$ cat config.mk
export PLATFORM = sky130hd
export DESIGN_NAME = register_file
export DESIGN_NICKNAME = d
export VERILOG_FILES = /design/src/rtl/register_file_pkg.sv /design/src/rtl/register_file.sv
export SDC_FILE = /design/constraint.sdc
export NUM_CORES = 2
export LEC_CHECK = 0
export CORE_UTILIZATION = 55
export DETAILED_ROUTE_END_ITERATION = 8
export GPL_TIMING_DRIVEN = 0
export PLACE_DENSITY = 0.76
export REMOVE_ABC_BUFFERS = 1
export SLEW_MARGIN = 20
export SYNTH_ARGS = -nofsm -noshare
export SYNTH_HDL_FRONTEND = slang
export SYNTH_SLANG_ARGS = --single-unit
$ cat constraint.sdc
create_clock -name clk_in -period 44.3 [get_ports clk_in]
set_input_delay 4.43 -clock clk_in [delete_from_list [all_inputs] [get_ports clk_in]]
set_output_delay 4.43 -clock clk_in [all_outputs]
set_load 0.02 [all_outputs]
$ cat src/rtl/register_file_pkg.sv
// Shared sizing and types for the architectural register file.
//   RoB_WIDTH  : width of a reorder-buffer index / rename tag
//   REG_NUM    : number of architectural registers (x0 hardwired to zero)
//   REG_ADDR_W : width of a register address
//   rd_port_t  : bundle returned by one read port (busy, tag, data)
package register_file_pkg;

   localparam int RoB_WIDTH  = 3;
   localparam int REG_NUM    = 32;
   localparam int REG_ADDR_W = $clog2(REG_NUM);
   localparam int DATA_W     = 32;

   typedef struct packed {
      logic                 busy;
      logic [RoB_WIDTH-1:0] tag;
      logic [DATA_W-1:0]    data;
   } rd_port_t;

endpackage

$ cat src/rtl/register_file.sv
// Architectural register file with per-register rename tags.
// Sits between the Dispatcher (reads + rename of rd) and the reorder
// buffer commit port (writes + rename clear). A flush drops every rename
// but keeps committed values.
//
// Ports:
//   clk_in, rst_in (async, active high), rdy_in (global enable)
//   rs1_reg/rs2_reg            : read addresses
//   rsN_busy/rsN_tag/rsN_data  : combinational read results
//   rename_en/reg/index        : Dispatcher renames rd to a RoB index
//   RF_update_en/reg/index/data: RoB commit
//   flush_signal               : misprediction flush
module register_file
   import register_file_pkg::*;
(
   input  logic                  clk_in,
   input  logic                  rst_in,
   input  logic                  rdy_in,

   input  logic [REG_ADDR_W-1:0] rs1_reg,
   output logic                  rs1_busy,
   output logic [RoB_WIDTH-1:0]  rs1_tag,
   output logic [DATA_W-1:0]     rs1_data,

   input  logic [REG_ADDR_W-1:0] rs2_reg,
   output logic                  rs2_busy,
   output logic [RoB_WIDTH-1:0]  rs2_tag,
   output logic [DATA_W-1:0]     rs2_data,

   input  logic                  rename_en,
   input  logic [REG_ADDR_W-1:0] rename_reg,
   input  logic [RoB_WIDTH-1:0]  rename_index,

   input  logic                  RF_update_en,
   input  logic [REG_ADDR_W-1:0] RF_update_reg,
   input  logic [RoB_WIDTH-1:0]  RF_update_index,
   input  logic [DATA_W-1:0]     RF_update_data,

   input  logic                  flush_signal
);

   logic [DATA_W-1:0]    data_q [REG_NUM];
   logic                 busy_q [REG_NUM];
   logic [RoB_WIDTH-1:0] tag_q  [REG_NUM];

   logic commit_act;
   logic rename_act;

   assign commit_act = rdy_in && RF_update_en && (RF_update_reg != '0);
   assign rename_act = rdy_in && rename_en && (rename_reg != '0) && !flush_signal;

   // Index 0 is never written after reset, so x0 stays zero / not busy.
   always_ff @(posedge clk_in or posedge rst_in) begin
      if (rst_in) begin
         for (int i = 0; i < REG_NUM; i++) begin
            data_q[i] <= '0;
            busy_q[i] <= 1'b0;
            tag_q[i]  <= '0;
         end
      end else if (rdy_in) begin
         for (int i = 1; i < REG_NUM; i++) begin
            if (commit_act && RF_update_reg == REG_ADDR_W'(i))
               data_q[i] <= RF_update_data;

            // Flush beats everything; a live rename beats a commit clear
            // because the newer producer now owns the register.
            if (flush_signal) begin
               busy_q[i] <= 1'b0;
            end else if (rename_act && rename_reg == REG_ADDR_W'(i)) begin
               busy_q[i] <= 1'b1;
               tag_q[i]  <= rename_index;
            end else if (commit_act && RF_update_reg == REG_ADDR_W'(i) &&
                         busy_q[i] && tag_q[i] == RF_update_index) begin
               busy_q[i] <= 1'b0;
            end
         end
      end
   end

   // One read port. A commit from the current owner is forwarded so the
   // Dispatcher does not wait a cycle for a value already on the bus.
   // Same-cycle renames are deliberately invisible here.
   function automatic rd_port_t read_port(input logic [REG_ADDR_W-1:0] r);
      rd_port_t res;
      res.busy = 1'b0;
      res.tag  = '0;
      res.data = '0;
      if (r != '0) begin
         res.tag = tag_q[r];
         if (busy_q[r] && RF_update_en && RF_update_reg == r &&
             RF_update_index == tag_q[r]) begin
            res.busy = 1'b0;
            res.data = RF_update_data;
         end else begin
            res.busy = busy_q[r];
            res.data = data_q[r];
         end
      end
      return res;
   endfunction

   rd_port_t rd1, rd2;

   always_comb begin
      rd1 = read_port(rs1_reg);
      rd2 = read_port(rs2_reg);
   end

   assign rs1_busy = rd1.busy;
   assign rs1_tag  = rd1.tag;
   assign rs1_data = rd1.data;
   assign rs2_busy = rd2.busy;
   assign rs2_tag  = rd2.tag;
   assign rs2_data = rd2.data;

endmodule

==> metrics <==
outcome=finished clean; Final Util=63.3%; site row count=122; Reg2Reg Capture Point=busy_q[27]$_DFFE_PP0P_; Die H=336 um; CTS tree=done; PwrDens=39.5 nW/um2; global-route wire length before repair=274000 um; maximum fanout along the worst path=80; Post-CTS Hold Buffers=0; area of the multi-input gates=31700 um2; top_reg_cell synth=dfrtp_1; Synth Register Bits=1116; setup ws final=30290 ps; Post-Synth XOR/XNOR Area=1.54%; Reg area=27900 um2; max_slew headroom=28.6%; initial antenna violation count=3; fin crit period=14010 ps; mean post-synth cell area=14.0 um2; vias in the first global route=43100; register-to-register path setup slack=42930 ps; post-DP HPWL=118000 um; asr flop ratio synth=100%; CTS Buf Count=116; Hold Crit Class=reg -> reg; Final Max Slew Viols=0; Longest Clk Path Bufs=3; Non-Filler Cell Area, Final=70100 um2; Max-Cap Viols=0; fin crit share=31.6%; synthesized instance count=4394; leakage dissipation=30.8 nW; synthesized-area fraction occupied by adder cells=0%; EDFF count, synth=0; die area=113000 um2; clock sink total=1116; top-area cell type share of the netlist area=45.5%; hold path cells=1; top post-synthesis cells by area=dfrtp_1 (45%), mux4_2 (20%), mux2_2 (17%); Hold Startpoint=busy_q[1]$_DFFE_PP0P_; post-layout total power=0.00277 W; layout cells sized above 1=42.5%; clock-pin slew on the worst setup and hold paths=70 ps; Layout Skew=12.1 ps; # port buffers=135; H-Tree Depth=3; initial core utilization=55.5%; top cell type by total area after synthesis=dfrtp_1; pin count of the biggest net entering global routing=106; hold_ws=497 ps; Place WS=30560 ps; CTS root buffer=clkbuf_16; f_max=0.0714 GHz; Routability Congestion=0.854; worst path arrival time=9580 ps; area post-placement=66000 um2; maximum VDD drop=0.0329 mV; number of library cell types mapped by synthesis=64; fillcell total=7847; Mapped Area=61400 um2; 1st-iter DRT viols=4094; Startpoint Class=input pin; complex-gate fraction of the synthesized area=5.09%; synthesis warning total=36; largest family of logic cells by synthesized area=multiplexers; vias after detailed routing=41200; Area Growth Syn to Fin=14.1%; DRT antenna net count=0; Worst Path Required=39870 ps; cell with the most instances after synthesis=dfrtp_1; post-DR vias/cell=6.91; Final Hold Fails=0; Crit Path Category=in -> out; crit end category=primary output; global-route usage over all layers=32.6%; Clock Latency Late Sink=700 ps; DRT Pass-1 Iters=7; Worst Reg-to-Reg Cells=5; global route overflow=0; Setup Buffers After CTS=0; number of remaining DRC errors=0; Final nets=4446; Hold Path Sink=busy_q[1]$_DFFE_PP0P_; Die X=336 um; multiplexer share of the synthesized area=41.2%; post-synthesis sequential area ratio=45.5%; RR Startpoint=tag_q[81]$_DFFE_PP0P_; final setup violation count=0; PostCTS Resize Cnt=0; CORE AREA=111000 um2; top cells by count, synth=dfrtp_1 (1116), mux2_2 (937), mux4_2 (550); routed wire length=180000 um; Worst Tran Pin Value=1070 ps; RSZ-0062 raised after global routing=false; Synth Area in Simple Gates=3.37%; Routed WL per cell=30.2 um; I/O pins=136
-- critical path: stages --
cell	delay [ps]
buf_8	530
buf_16	450
mux4_2	560
mux4_2	530
xnor2_1	140
a31oi_1	140
nand3b_1	150
a211oi_4	600
buf_6	300
buf_6	230
mux2i_1	600
clkdlybuf4s50_1	730
-- cell type report --
class	instances	area share, %
diodes	1	0.00357
flip-flops and latches	1116	39.9
inverters	44	0.261
clock buffers	175	5.05
repair buffers	293	6.17
multi-input cells	2811	45.3
well taps	1488	2.66
clock inverters	39	0.736
-- through the flow --
stage | setup TNS [ps] | instances
2_1_floorplan | 0 | 3971
3_3_place_gp | -4729430 | 5594
3_5_place_dp | 0 | 5752
4_1_cts | 0 | 5966
5_1_grt | 0 | 5967
6_report | 0 | 5967
-- registers in the layout, summed over array words and instances (netlist names) --
name    flops
busy_q     31
tag_q      93
data_q    992
-- worst max-delay path by stage --
stage | from | end | slack, ps | cells past startpoint
floorplan | rst_in | busy_q[0]$_DFFE_PP0P_ | 8450 | 1
global placement | rst_in | data_q[728]$_DFFE_PP0P_ | -4350 | 2
detailed placement | rs2_reg[1] | rs2_data[19] | 30560 | 12
CTS | rs1_reg[0] | rs1_data[22] | 30540 | 12
global route | rs2_reg[1] | rs2_data[19] | 30270 | 12
finish | rs2_reg[1] | rs2_data[19] | 30290 | 12
-- report_power, final --
group	switching, W	internal (W)	leakage (nW)	total (W)
clock network	0.000420	0.000613	2.01	0.00103
logic	0.000213	0.000276	13.9	0.000489
registers	0.0000966	0.00115	14.9	0.00124
-- cells in the final DEF (no fill, tap or decap), types with 13 or more instances in the layout --
master / count
dfrtp_1: 1116
nor2_1: 28
mux2_2: 937
xor2_1: 26
buf_4: 41
mux4_2: 550
clkbuf_8: 33
nand2_1: 348
a21o_1: 16
nand3_1: 18
a22o_1: 32
buf_6: 24
mux2i_1: 211
a41oi_1: 13
clkdlybuf4s50_1: 117
buf_12: 23
clkbuf_1: 22
clkinv_2: 21
clkbuf_16: 120
o21ai_0: 314
a22oi_1: 36
nor2_4: 22
xnor2_1: 82
a32oi_1: 32
buf_16: 70
inv_1: 41
-- routing by layer --
layer	part of all wire, %	wire length [um]	GRT usage, %	up-vias
met5	0.015	27	0	-
met4	5.3	9590	15.3	4
met3	10	18400	7.92	569
met2	46	82200	49.3	2304
met1	39	69800	44.8	21700
li1	-	-	-	16700
-- kinds of logic (layout without fill, tap and decap cells) --
kind of cell           after synthesis  count (layout)
AND/OR/NAND/NOR                    494             494
multiplexers                      1709            1709
XOR/XNOR                           108             108
flip-flops                        1116            1116
other                                0               1
buffers and inverters              467             551
AO/OA/AOI/OAI                      500             500
(Power assumes the default switching activity.)
